### config.mk
export PLATFORM = sky130hd
export DESIGN_NAME = alu_sequencer
export DESIGN_NICKNAME = d
export VERILOG_FILES = /design/src/rtl/alu_pkg.sv /design/src/rtl/alu_seq_prog_mem.sv /design/src/rtl/alu_sequencer.sv
export SDC_FILE = /design/constraint.sdc
export NUM_CORES = 1
export LEC_CHECK = 0
export CORE_MARGIN = 2
export CORE_UTILIZATION = 55
export DETAILED_ROUTE_END_ITERATION = 16
export MAX_ROUTING_LAYER = met4
export PLACE_DENSITY = 0.76
export RECOVER_POWER = 100
export SYNTH_ARGS = -nofsm -noshare
export SYNTH_HDL_FRONTEND = slang
export SYNTH_SLANG_ARGS = --single-unit
### constraint.sdc
create_clock -name i_clk -period 3.91 [get_ports i_clk]
set_input_delay 0.782 -clock i_clk [delete_from_list [all_inputs] [get_ports i_clk]]
set_output_delay 0.782 -clock i_clk [all_outputs]
set_load 0.1 [all_outputs]
### src/rtl/alu_pkg.sv
// Shared definitions for the ALU and its sequencer.
// Contents: opcode encodings, instruction field layout and sequencer states.
package alu_pkg;

  localparam int DATA_W_DEFAULT = 8;
  localparam int INSTR_W        = 12;

  localparam int OPC_MSB = 11;
  localparam int OPC_LSB = 8;
  localparam int IMM_MSB = 7;
  localparam int IMM_LSB = 0;

  localparam logic [3:0] OP_ADD  = 4'b0000;
  localparam logic [3:0] OP_SUB  = 4'b0001;
  localparam logic [3:0] OP_MUL  = 4'b0010;
  localparam logic [3:0] OP_DIV  = 4'b0011;
  localparam logic [3:0] OP_SHL  = 4'b0100;
  localparam logic [3:0] OP_SHR  = 4'b0101;
  localparam logic [3:0] OP_ROL  = 4'b0110;
  localparam logic [3:0] OP_ROR  = 4'b0111;
  localparam logic [3:0] OP_AND  = 4'b1000;
  localparam logic [3:0] OP_OR   = 4'b1001;
  localparam logic [3:0] OP_XOR  = 4'b1010;
  localparam logic [3:0] OP_NOR  = 4'b1011;
  localparam logic [3:0] OP_NAND = 4'b1100;
  localparam logic [3:0] OP_XNOR = 4'b1101;
  localparam logic [3:0] OP_GT   = 4'b1110;
  localparam logic [3:0] OP_EQ   = 4'b1111;

  typedef enum logic [1:0] {IDLE, ISSUE, WAIT, DONE} seq_state_e;

endpackage

### src/rtl/alu_seq_prog_mem.sv
// Program store for the ALU sequencer.
// Synchronous write port, asynchronous read port.
module alu_seq_prog_mem
  import alu_pkg::*;
#(
  parameter int DEPTH = 16
) (
  input  logic                     i_clk,
  input  logic                     i_we,
  input  logic [$clog2(DEPTH)-1:0] i_waddr,
  input  logic [INSTR_W-1:0]       i_wdata,
  input  logic [$clog2(DEPTH)-1:0] i_raddr,
  output logic [INSTR_W-1:0]       o_rdata
);

  logic [INSTR_W-1:0] r_mem [DEPTH];

  // Contents survive reset, so there is no reset branch here.
  always_ff @(posedge i_clk) begin
    if (i_we) r_mem[i_waddr] <= i_wdata;
  end

  assign o_rdata = r_mem[i_raddr];

endmodule

### src/rtl/alu_sequencer.sv
// Issues a loaded (opcode, immediate) program to a registered ALU, one
// instruction at a time, feeding each result back through the accumulator.
module alu_sequencer
  import alu_pkg::*;
#(
  parameter int DATA_W      = DATA_W_DEFAULT,
  parameter int DEPTH       = 16,
  parameter int ALU_LATENCY = 1
) (
  input  logic                     i_clk,
  input  logic                     i_reset,
  input  logic                     i_prog_we,
  input  logic [$clog2(DEPTH)-1:0] i_prog_addr,
  input  logic [INSTR_W-1:0]       i_prog_data,
  input  logic                     i_start,
  input  logic [$clog2(DEPTH):0]   i_length,
  input  logic [DATA_W-1:0]        i_init_acc,
  output logic [DATA_W-1:0]        o_alu_a,
  output logic [DATA_W-1:0]        o_alu_b,
  output logic [3:0]               o_alu_opcode,
  input  logic [DATA_W-1:0]        i_alu_out,
  output logic [DATA_W-1:0]        o_acc,
  output logic                     o_busy,
  output logic                     o_done
);

  localparam int AW    = $clog2(DEPTH);
  localparam int PC_W  = AW + 1;
  localparam int CNT_W = (ALU_LATENCY > 1) ? $clog2(ALU_LATENCY) : 1;

  seq_state_e         r_state, w_stateNext;
  logic [PC_W-1:0]    r_pc, w_pcNext, r_len, w_lenClamped;
  logic [CNT_W-1:0]   r_waitCnt;
  logic [DATA_W-1:0]  r_acc, w_accNext, r_aluA, r_aluB;
  logic [3:0]         r_aluOpc;
  logic [INSTR_W-1:0] w_instr;
  logic               w_waitDone, w_progWe;

  assign w_progWe     = i_prog_we && (r_state == IDLE);
  assign w_waitDone   = (r_state == WAIT) && (r_waitCnt == CNT_W'(ALU_LATENCY - 1));
  assign w_lenClamped = (i_length > PC_W'(DEPTH)) ? PC_W'(DEPTH) : i_length;

  // Read at the next pc so the ISSUE operands can be registered on entry.
  alu_seq_prog_mem #(.DEPTH(DEPTH)) u_progMem (
    .i_clk   (i_clk),
    .i_we    (w_progWe),
    .i_waddr (i_prog_addr),
    .i_wdata (i_prog_data),
    .i_raddr (w_pcNext[AW-1:0]),
    .o_rdata (w_instr)
  );

  always_ff @(posedge i_clk or posedge i_reset) begin
    if (i_reset) r_state <= IDLE;
    else         r_state <= w_stateNext;
  end

  always_comb begin
    w_stateNext = r_state;
    w_pcNext    = r_pc;
    w_accNext   = r_acc;
    o_busy      = 1'b1;
    o_done      = 1'b0;
    case (r_state)
      IDLE: begin
        o_busy = 1'b0;
        if (i_start) begin
          w_accNext   = i_init_acc;
          w_pcNext    = '0;
          w_stateNext = (i_length == '0) ? DONE : ISSUE;
        end
      end
      ISSUE: w_stateNext = WAIT;
      WAIT: begin
        if (w_waitDone) begin
          w_accNext   = i_alu_out;
          w_pcNext    = r_pc + 1'b1;
          w_stateNext = ((r_pc + 1'b1) == r_len) ? DONE : ISSUE;
        end
      end
      DONE: begin
        o_done      = 1'b1;
        w_stateNext = IDLE;
      end
      default: w_stateNext = IDLE;
    endcase
  end

  // ALU operands load on entry to ISSUE, hold through WAIT, clear otherwise.
  always_ff @(posedge i_clk or posedge i_reset) begin
    if (i_reset) begin
      r_pc      <= '0;
      r_len     <= '0;
      r_acc     <= '0;
      r_waitCnt <= '0;
      r_aluA    <= '0;
      r_aluB    <= '0;
      r_aluOpc  <= '0;
    end else begin
      r_pc  <= w_pcNext;
      r_acc <= w_accNext;
      if (r_state == IDLE && i_start) r_len <= w_lenClamped;
      if (r_state == ISSUE)     r_waitCnt <= '0;
      else if (r_state == WAIT) r_waitCnt <= r_waitCnt + 1'b1;
      if (w_stateNext == ISSUE) begin
        r_aluA   <= w_accNext;
        r_aluB   <= DATA_W'(w_instr[IMM_MSB:IMM_LSB]);
        r_aluOpc <= w_instr[OPC_MSB:OPC_LSB];
      end else if (w_stateNext != WAIT) begin
        r_aluA   <= '0;
        r_aluB   <= '0;
        r_aluOpc <= '0;
      end
    end
  end

  assign o_acc        = r_acc;
  assign o_alu_a      = r_aluA;
  assign o_alu_b      = r_aluB;
  assign o_alu_opcode = r_aluOpc;

endmodule

## After elaboration in Yosys (flattened, before gate mapping)

Memory sizes are Yosys's and may differ from the RTL's.
Index checks and enable logic that the tools add are counted.

| storage, ports and cells | value |
|---|---|
| memory bits (read-only) | 0 |
| bits in registers | 41 |
| memory bits (writable) | 192 |
| output and inout bits | 30 |
| bits in latches | 0 |
| memories kept | 1 |

Memory list:

| memory | depth | bits a word | read ports | clocked after memory_dff | write ports | RTL line | RTL |
|---|---|---|---|---|---|---|---|
| u_progMem.r_mem | 16 | 12 | 1 | 0 | 1 | alu_seq_prog_mem.sv:16 | `logic [INSTR_W-1:0] r_mem [DEPTH];` |

| cells by class | value |
|---|---|
| bitwise operators | 1 |
| $mul | 0 |
| add/subtract/negate cells | 2 |
| div/mod/pow operators | 0 |
| magnitude comparators | 1 |
| reduce and logical (&&, ||, !) cells | 9 |
| multiplexer cells | 23 |
| shift operators | 0 |
| equality and inequality tests | 8 |

Operators by type and width:

| operator | number |
|---|---|
| $mux W8 | 5 |
| $pmux W8 S2 | 1 |
| $mux W5 | 3 |
| $pmux W5 S2 | 1 |
| $mux W2 | 4 |
| $mux W4 | 2 |
| $pmux W2 S4 | 1 |
| $mux W1 | 6 |
| $ne A2 B2 Y1 const B | 3 |
| $reduce_bool A2 Y1 | 3 |
| $add A5 B1 Y5 const B | 1 |
| $eq A5 B5 Y1 | 1 |
| $gt A5 B5 Y1 const B | 1 |
| $logic_not A5 Y1 | 1 |
| $eq A2 B1 Y1 const B | 2 |
| $eq A2 B2 Y1 const B | 2 |
| $logic_and A1 B1 Y1 | 3 |
| $reduce_and A3 Y1 | 1 |
| $logic_not A2 Y1 | 1 |
| $add A1 B1 Y1 const B | 1 |
| $not A1 Y1 | 1 |

## Longest topological paths before layout

Gate-level depths: netlist of the first run.

| depth | value |
|---|---|
| depth in word-level cells | 8 |
| mapped depth | 12 |
| mapped depth without buffers | 9 |

## By module

From an unflattened synthesis of the first run, not the netlist that was laid out.

| unflattened totals | value |
|---|---|
| cells, all modules | 489 |
| area, all modules | 9237.6 um^2 |

By module, submodules not included:

| module | seq. area each (um^2) | area each (um^2) | cells each | times used |
|---|---|---|---|---|
| alu_seq_prog_mem | 5765.5 | 7359.6 | 317 | 1 |
| alu_sequencer | 1026.0 | 1878.1 | 172 | 1 |

## Least setup slack after synthesis of the first run

No wires, ideal clock.

| timing | value |
|---|---|
| path kind | flip-flop to flip-flop |
| from | register r_state[0] |
| to | register r_aluB[0] (netlist: o_alu_b[0]) |
| path slack | 1.270 ns |
| arrival | 2.518 ns |
| required time | 3.788 ns |
| stages on the path, launching flop included | 12 |
| clock period less this slack | 2.640 ns |
| buffers on the path | 2 |
| setup time | 0.122 ns |
| cells stage by stage | dfrtp_1 -> inv_1 -> ha_1 -> buf_4 -> nand2_1 -> nand2_1 -> a32oi_2 -> buf_2 -> mux4_2 -> a22oi_1 -> nand2_1 -> a22o_1 |

| on the way | value |
|---|---|
| word-level cells in the longest chain between the ends | 6 |
| elaborated cells on any way between the ends | 15 |
| classes of those cells | 5 x eq/ne; 6 x mux; 3 x reduce/logical; 1 x memory |

RTL lines:

| element | RTL line | RTL |
|---|---|---|
| start, declared | alu_sequencer.sv:31 | `seq_state_e r_state, w_stateNext;` |
| start signal, assigned | alu_sequencer.sv:55 | `else r_state <= w_stateNext;` |
| $eq A2 B2 Y1 | alu_sequencer.sv:40, alu_sequencer.sv:64 |  |
| $logic_and A1 B1 Y1 | alu_sequencer.sv:40 | `assign w_waitDone = (r_state == WAIT) && (r_waitCnt == CNT_W'(ALU_LATENCY - 1));` |
| $mux W5 / $mux W2 (equally long branches) | alu_sequencer.sv:75 | `if (w_waitDone) begin` |
| $pmux W5 S2 / $pmux W2 S4 (equally long branches) | alu_sequencer.sv:64 | `case (r_state)` |
| $mem_v2 Z16 W12 (tied with other cells) | - |  |
| $mux W8 / $reduce_bool A2 Y1 (equally long branches) | - |  |
| end signal, assigned | alu_sequencer.sv:107 | `r_aluB <= DATA_W'(w_instr[IMM_MSB:IMM_LSB]);` |
| end, declared | alu_sequencer.sv:34 | `logic [DATA_W-1:0] r_acc, w_accNext, r_aluA, r_aluB;` |

Several ways; a longest one is shown, not always the timed one. The select of a mux whose other input is x is not followed.
A chain may end at the register's enable or synchronous reset.

## Final worst setup path of the first run

| timing | value |
|---|---|
| from | register r_state[1] |
| to | register r_aluB[4] (netlist: o_alu_b[4]) |

The elaborated chain is that of the path after synthesis.

==> results of run 1 <==
[flip-flops by register name, indices dropped and copies added, names as in the netlist]
name,flops
o_acc,8
u_progMem.r_mem,192
r_pc,5
r_waitCnt,1
r_state,2
o_alu_a,8
r_len,5
o_alu_opcode,4
o_alu_b,8
[worst max-delay path, stage by stage (launching register included)]
cell and delay (ps):
dfrtp_1 410, inv_1 120, ha_1 510, nand2b_1 300, o211ai_2 300, o2bb2ai_4 420
buf_12 280, mux4_2 320, a22oi_1 240, nand2_1 80, a22o_1 180
[power breakdown]
| part | switching, uW | leakage, uW | internal (uW) |
|---|---|---|---|
| sequential | 117 | 0.00227 | 2870 |
| clock | 899 | 0.000395 | 1380 |
| combinational | 1790 | 0.00115 | 1040 |
| total | 2810 | 0.00381 | 5300 |
[routing by layer]
metal  routed length [microns]  share of wire, %
met2                      9554                49
met1                      7725                40
met5                         0                 0
met3                      1415               7.3
met4                       606               3.1
[worst max-delay path by stage]
stage	cells after the start	end	startpoint
floorplan	11	o_alu_b[0]	r_state[0]
global placement	9	o_alu_b[4]	i_start
detailed placement	8	o_alu_opcode[1]	i_start
CTS	9	o_alu_b[6]	r_state[1]
global route	10	o_alu_b[6]	r_state[0]
finish	10	o_alu_b[4]	r_state[1]
[cell families (layout without fill, tap and decap cells)]
family          Yosys count  in the layout  synth area share (%)
flops                   233            233                 74.36
simple gates             78             78                 4.096
compound gates           67             67                 6.055
mux                      49             49                 11.96
buf+inv                  37            152                 2.082
xor+xnor                  8              8                0.7672
fa+ha+maj                 5              5                0.6849
other cells               0              1                     0
[cell usage in the layout (no fill, tap or decap), types with 2 or more instances in the layout]
| cell | synthesis | routed |
|---|---|---|
| edfxtp_1 | 192 | 192 |
| mux4_2 | 48 | 48 |
| dlygate4sd3_1 | 0 | 42 |
| dfrtp_1 | 41 | 41 |
| nand2_1 | 33 | 33 |
| clkdlybuf4s50_1 | 0 | 27 |
| a22oi_1 | 25 | 25 |
| clkbuf_16 | 0 | 24 |
| clkbuf_1 | 6 | 21 |
| a22o_1 | 20 | 20 |
| nor2_1 | 17 | 17 |
| inv_1 | 14 | 13 |
| a222oi_1 | 8 | 8 |
| nor3_1 | 5 | 5 |
| o21ai_0 | 5 | 5 |
| xnor2_1 | 5 | 5 |
| ha_1 | 5 | 5 |
| clkinv_2 | 0 | 5 |
| nand3_1 | 4 | 4 |
| clkinv_1 | 0 | 4 |
| nand3b_1 | 4 | 4 |
| buf_4 | 1 | 4 |
| nand2b_1 | 2 | 3 |
| xor2_1 | 3 | 3 |
| clkbuf_8 | 0 | 3 |
| bufinv_16 | 0 | 3 |
| a21oi_1 | 2 | 2 |
| nor2b_1 | 2 | 2 |
| clkinvlp_4 | 0 | 2 |
| buf_12 | 0 | 2 |
[through the flow]
step / power (uW) / cells / worst slack (ps)
final: 8105 / 813 / 594.6
after global routing: 8449 / 813 / 318.8
after CTS: 8249 / 812 / 692.0
after detailed placement: 5962 / 768 / 316.4
after global placement: 5886 / 768 / 442.6
after floorplan: 5306 / 477 / 1270
[final cells by class]
class,count,area [sq um]
diodes,1,2.502
clock buffers,30,653.1
clock inverters,14,157.7
fillers,1049,5472
inverters,15,56.30
multi-input cells,207,2171
flip-flops and latches,233,6792
well taps,220,275.3
repair buffers,93,828.3
==> impl_metrics.tcl, run 1 <==
set metrics [dict create \
    status "finished, violations left" \
    violations "capacitance limit, slew limit" \
    worstSetupPathType "register to register" \
    syn_avg_cell_area_sq_um 19.15 \
    fin_setup_tns_ps 0 \
    post_dp_cell_area_sq_um 10220 \
    clk_latency_ps 530 \
    clock_path_buffers 3 \
    r2r-end "o_alu_b[4]" \
    synth_cell_type_count 43 \
    track_usage_pct 23.31 \
    powerDensity_nw_per_um2 741.2 \
    first_pass_iters 5 \
    slew_violations 42 \
    path_clk_slew_ps 60 \
    grt_max_degree 42 \
    ios 71 \
    dp.final_hpwl_microns 11890 \
    grt_pass1_vias 5119 \
    cts_made_buffers 24 \
    overflow 0 \
    holdPathStages 2 \
    use_met1_pct 30.44 \
    dieArea_sq_um 17650 \
    timing.hold.ws_ps 498.5 \
    top_usage_layer "met2" \
    yosysTopAreaCellShare_pct 63.12 \
    cts.sinks 233 \
    gp_congestion 0.8360 \
    rsz0062_at_grt "false" \
    vias_per_cell 6.080 \
    min_period_ps 3315 \
    synth_top_cell_by_area "edfxtp_1" \
    relSlewSlack_pct -52.89 \
    synth.most_common_cell "edfxtp_1" \
    ant_nets 0 \
    ys.warnings.count 0 \
    syn-cell-area_sq_um 9134 \
    post_cts_buffers 0 \
    drt_iter0_drc 457 \
    min_path_type "register to register" \
    drive_gt1_share_pct 16.72 \
    setup_viol 0 \
    arrival_ps 3710 \
    r2r-start "r_state[1]" \
    grt_pass1_wl_microns 29660 \
    syn2layout_area_growth_pct 19.73 \
    end_kind "register" \
    worst-path-max-fanout 27 \
    synth_area_leaders "edfxtp_1, mux4_2, dfrtp_1, a22oi_1, a22o_1" \
    die_w_microns 132.9 \
    synth_commonest_cells "edfxtp_1, mux4_2, dfrtp_1" \
    clock_skew_ps 28.08 \
    fp.coreArea_sq_um 16410 \
    post-route-period-util_pct 84.79 \
    ir_drop_v 0.0004888 \
    drc 0 \
    async_reset_ff_share_pct 17.60 \
    initial_core_util_pct 55.67 \
    min_to "r_len[0]" \
    worstMarginPinSlew_ps 2293 \
    wl_per_cell_microns 23.74 \
    maxCapViolCount 1 \
    p_leak_uw 0.003809 \
    synth_ff_type "edfxtp_1" \
    synth_fp_nets 523 \
    final_util_pct 66.65 \
    stdcell_area_sq_um 10940 \
    cts_root_buf "clkbuf_16" \
    min-delay-start "r_len[0]" \
    rr_worst_depth 10 \
    placementRows 47 \
    final_hold_viol_count 0 \
    seq_area_frac_synth_pct 74.36 \
    r2r_slack_ps 590 \
    hold_buffers 0 \
    nets 620 \
    cp_data_required_time_ps 4300 \
    met3_usage_pct 4.751 \
    wirelength_microns 19300 \
    synth-seq-cells 233 \
    cts_resized 0 \
    start_kind "register" \
    synth_edf_count 192 \
    syn-instance-count 477 \
    die_h_microns 132.9 \
    numPortBuffers 70 \
    num_vias 4943 \
    use_met2_pct 36.90 \
    fmax_mhz 301.6 \
    cts_tree "done" \
    h-tree-depth 1 \
    antenna_found_initial 1 \
]
No activity file was read; power rests on OpenSTA's default activity.
==> inputs of run 2 (changes only) <==
Clock period 3.91 ns to 3.2 ns, I/O delays scaled along.
==> impl_metrics.tcl, run 2 (synthesis gave the netlist of run 1 again) <==
set metrics [dict create \
    cts_root_buf "clkbuf_16" \
    placementRows 47 \
    numPortBuffers 70 \
    drc 0 \
    clock_skew_ps 18.12 \
    clock_path_buffers 3 \
    r2r_slack_ps 290 \
    num_vias 5015 \
    vias_per_cell 6.086 \
    timing.hold.ws_ps 504.7 \
    final_hold_viol_count 0 \
    critPathMostFrequentCell "inv_1" \
    maxCapViolCount 0 \
    overflow 0 \
    cts_resized 0 \
    endpoint "o_busy" \
    p_clk_share_pct 27.4 \
    fp.coreArea_sq_um 16410 \
    r2r-start "r_state[0]" \
    initial_core_util_pct 55.67 \
    die_h_microns 132.9 \
    relSlewSlack_pct 19.36 \
    hold_buffers 0 \
    arrival_ps 2300 \
    cp_cell_sequence "inv_1, ha_1, clkbuf_1, inv_1, clkbuf_4" \
    drive_gt1_share_pct 20.56 \
    cp_slowest_cell "clkbuf_1" \
    gp_congestion 0.8108 \
    rr_worst_depth 10 \
    drt_iter0_drc 529 \
    setup_viol 0 \
    syn2layout_area_growth_pct 19.01 \
    min-delay-start "r_len[4]" \
    p_leak_uw 0.003772 \
    post-route-period-util_pct 91.98 \
    dieArea_sq_um 17650 \
    clk_latency_ps 520 \
    fmax_mhz 339.8 \
    start_kind "register" \
    worstMarginPinSlew_ps 1215 \
    dp.final_hpwl_microns 12060 \
    post_cts_buffers 0 \
    status "finished clean" \
    cts.sinks 233 \
    p_comb_share_pct 36.3 \
    wirelength_microns 20370 \
    largest_register_ffs 192 \
    fill_cells 1111 \
    fin_setup_tns_ps 0 \
    crit_start "r_state[1]" \
    cp_slowest_stage_delay_ps 550 \
    die_w_microns 132.9 \
    ant_nets 0 \
    stdcell_count 824 \
    grt_max_degree 38 \
    wl_per_cell_microns 24.72 \
    internal_power_uw 6525 \
    path_clk_slew_ps 60 \
    grt_pass1_wl_microns 30790 \
    nets 632 \
    final_util_pct 66.25 \
    first_pass_iters 7 \
    power_switching_uw 3543 \
    power.total_uw 10070 \
    cts_tree "done" \
    ir_drop_v 0.0007590 \
    min_period_ps 2943 \
    powerDensity_nw_per_um2 926.2 \
    track_usage_pct 24.31 \
    antenna_found_initial 1 \
    final_cell_mix "edfxtp_1, mux4_2, dfrtp_1, clkbuf_1, nand2_1" \
    sequentialPowerShare_pct 36.3 \
    ios 71 \
    rsz0062_at_grt "false" \
    grt_pass1_vias 5091 \
    h-tree-depth 1 \
    cts_made_buffers 23 \
    p_sw_share_pct 35.19 \
    worstSetupPathType "register to output port" \
    end_kind "output port" \
    regMostFlops "u_progMem.r_mem" \
    min_path_type "register to register" \
    slew_violations 0 \
    final_common_cell "edfxtp_1" \
    cp_data_required_time_ps 2560 \
    r2r-end "o_alu_b[1]" \
    dp_cells 781 \
    worst-path-max-fanout 9 \
]
## run 2: power by group through the flow
stage | logic, uW | clock network, uW | registers (uW)
global route | 3900 | 2900 | 3680
detailed placement | 3790 | 0 | 3720
CTS | 3830 | 2790 | 3650
global placement | 3710 | 0 | 3710
finish | 3650 | 2760 | 3650
floorplan | 2040 | 0 | 4440
## run 2: how the worst min path moves through the flow
stage,endpoint,depth (start not counted)
finish,r_len[4],2
global route,o_alu_a[0],1
global placement,r_len[4],2
CTS,o_alu_b[0],2
detailed placement,r_len[0],2
floorplan,r_len[0],2
## run 2: final cells by class
type	count	area [sq um]	area share [%]
antenna	1	2.502	0.02302
clock inverter	14	183.9	1.692
clock buffer	28	594.3	5.467
inverter	15	56.30	0.5180
tap	220	275.3	2.532
timing repair buffer	106	797.0	7.332
sequential	233	6792	62.48
multi-input combinational	207	2170	19.96
## run 2: metal layers
layer | part of all wire, % | track usage [%]
met1 | 39 | 32.54
met2 | 49 | 38.05
met3 | 9.6 | 5.670
met4 | 2.5 | 6.930
met5 | 0 | -
## run 2: critical path: cells and delay by family, from the launching register on
kind / cells / cell delay (ps)
buf+inv: 4 / 1150
fa+ha+maj: 1 / 220
flops: 1 / 410
## run 2: stage by stage
step                setup slack, ps  cell area, sq um
detailed placement            79.03             10300
CTS                           291.7             11070
floorplan                     560.2              9134
finish                        256.7             10870
global placement              130.6             10300
global route                  81.25             10870
==> inputs of run 3 (changes only) <==
Settings changed: CORE_UTILIZATION 55 to 45, PLACE_DENSITY 0.76 to default.
==> impl_metrics.tcl, run 3 (synthesis gave the netlist of run 1 again) <==
set metrics [dict create \
    status "finished, violations left" \
    violations "capacitance limit, slew limit" \
    largest_register_ffs 192 \
    end_kind "register" \
    regMostFlops "u_progMem.r_mem" \
    post_cts_buffers 0 \
    ios 71 \
    clock_path_buffers 3 \
    start_kind "register" \
    cp_data_required_time_ps 3600 \
    cp_cell_sequence "inv_1, ha_1, clkbuf_1, o211ai_1, o2bb2ai_4, buf_6, mux4_2, a22oi_1, nand2_1, a22o_1" \
    fmax_mhz 332.0 \
    antenna_found_initial 2 \
    grt_max_degree 42 \
    track_usage_pct 20.07 \
    initial_core_util_pct 45.43 \
    powerDensity_nw_per_um2 926.7 \
    holdPathStages 2 \
    worstSetupPathType "register to register" \
    placementRows 52 \
    rr_worst_depth 10 \
    num_vias 4891 \
    wirelength_microns 20520 \
    arrival_ps 3410 \
    cp_slowest_cell "o211ai_1" \
    min_to "r_len[2]" \
    final_util_pct 54.70 \
    min_path_type "register to register" \
    nets 637 \
    rsz0062_at_grt "false" \
    cp_top_family "compound AO/OA/AOI/OAI gates" \
    slew_violations 42 \
    cp.buffers_inverters 3 \
    fp.coreArea_sq_um 20100 \
    grt_pass1_wl_microns 31370 \
    antenna_cells 0 \
    final_hold_viol_count 0 \
    worstMarginPinSlew_ps 1687 \
    grt_pass1_vias 5121 \
    overflow 0 \
    final_cell_mix "edfxtp_1, mux4_2, clkbuf_1, dfrtp_1, nand2_1" \
    final_common_cell "edfxtp_1" \
    r2r-start "r_state[0]" \
    drive_gt1_share_pct 20.53 \
    die_w_microns 146.5 \
    relSlewSlack_pct -12.60 \
    numPortBuffers 70 \
    clk_latency_ps 520 \
    cts_root_buf "clkbuf_16" \
    first_pass_iters 5 \
    r2r-end "o_alu_opcode[0]" \
    hold_buffers 0 \
    p_leak_uw 0.003793 \
    fin_setup_tns_ps 0 \
    ant_nets 0 \
    vias_per_cell 5.564 \
    gp_congestion 0.7690 \
    worst-path-max-fanout 16 \
    ir_drop_v 0.0004066 \
    post-route-period-util_pct 94.14 \
    dp.final_hpwl_microns 13210 \
    die_h_microns 146.5 \
    wl_per_cell_microns 23.35 \
    dieArea_sq_um 21450 \
    cts_made_buffers 24 \
    path_clk_slew_ps 60 \
    syn2layout_area_growth_pct 20.40 \
    cts_tree "done" \
    min_period_ps 3012 \
    clock_skew_ps 13.88 \
    cp_slowest_stage_delay_ps 440 \
    cts.sinks 233 \
    power.total_uw 10190 \
    r2r_slack_ps 190 \
    cts_resized 0 \
    h-tree-depth 1 \
    drt_iter0_drc 409 \
    setup_viol 0 \
    min-delay-start "r_len[2]" \
    maxCapViolCount 1 \
    drc 0 \
]
==> run 3: area by class of cell <==
class | count | area, sq um
fillers | 1603 | 9107
flip-flops and latches | 233 | 6792
multi-input cells | 207 | 2182
repair buffers | 110 | 813.3
clock buffers | 30 | 633.1
well taps | 270 | 337.8
clock inverters | 14 | 182.7
inverters | 15 | 56.30
==> run 3: metal layers <==
| metal | vias up | global-route usage, % | part of all wire (%) |
|---|---|---|---|
| met1 | 2498 | 27.70 | 43 |
| met3 | 35 | 3.063 | 6.4 |
| met2 | 196 | 32.10 | 49 |
| met5 | - | - | 0 |
| met4 | 0 | 4.612 | 2.0 |
| li1 | 2162 | - | - |
==> run 3: how the worst max path moves through the flow <==
stage / startpoint / end / slack [ps] / depth (start not counted)
after floorplan: r_state[0] / o_alu_b[0] / 560 / 11
after global placement: i_start / o_alu_opcode[2] / 70 / 9
after detailed placement: i_start / o_alu_opcode[2] / 80 / 9
after CTS: r_state[0] / o_alu_a[1] / 220 / 8
after global routing: r_state[0] / o_alu_opcode[0] / 40 / 10
final: r_state[0] / o_alu_opcode[0] / 190 / 10
==> run 3: power breakdown <==
group	internal, uW	leakage [uW]	switching (uW)
Combinational	1390	0.00114	2290
Clock	1730	0.000393	1120
Sequential	3510	0.00227	151
Total	6630	0.00379	3560
==> run 3: metrics by stage <==
stage / setup slack, ps / std cells / area [sq um] / hold slack, ps
2_1_floorplan: 560.2 / 477 / 9134 / 458.3
3_3_place_gp: 70.25 / 835 / 10390 / 476.0
3_5_place_dp: 75.22 / 835 / 10390 / 482.7
4_1_cts: 221.0 / 879 / 11200 / 501.7
5_1_grt: 43.95 / 879 / 11000 / 522.6
6_report: 187.6 / 879 / 11000 / 499.6
==> run 3: worst min-delay path, stage by stage (launching register included) <==
cell and delay (ps):
dfrtp_1 360, nand2_1 50, nand2_1 50
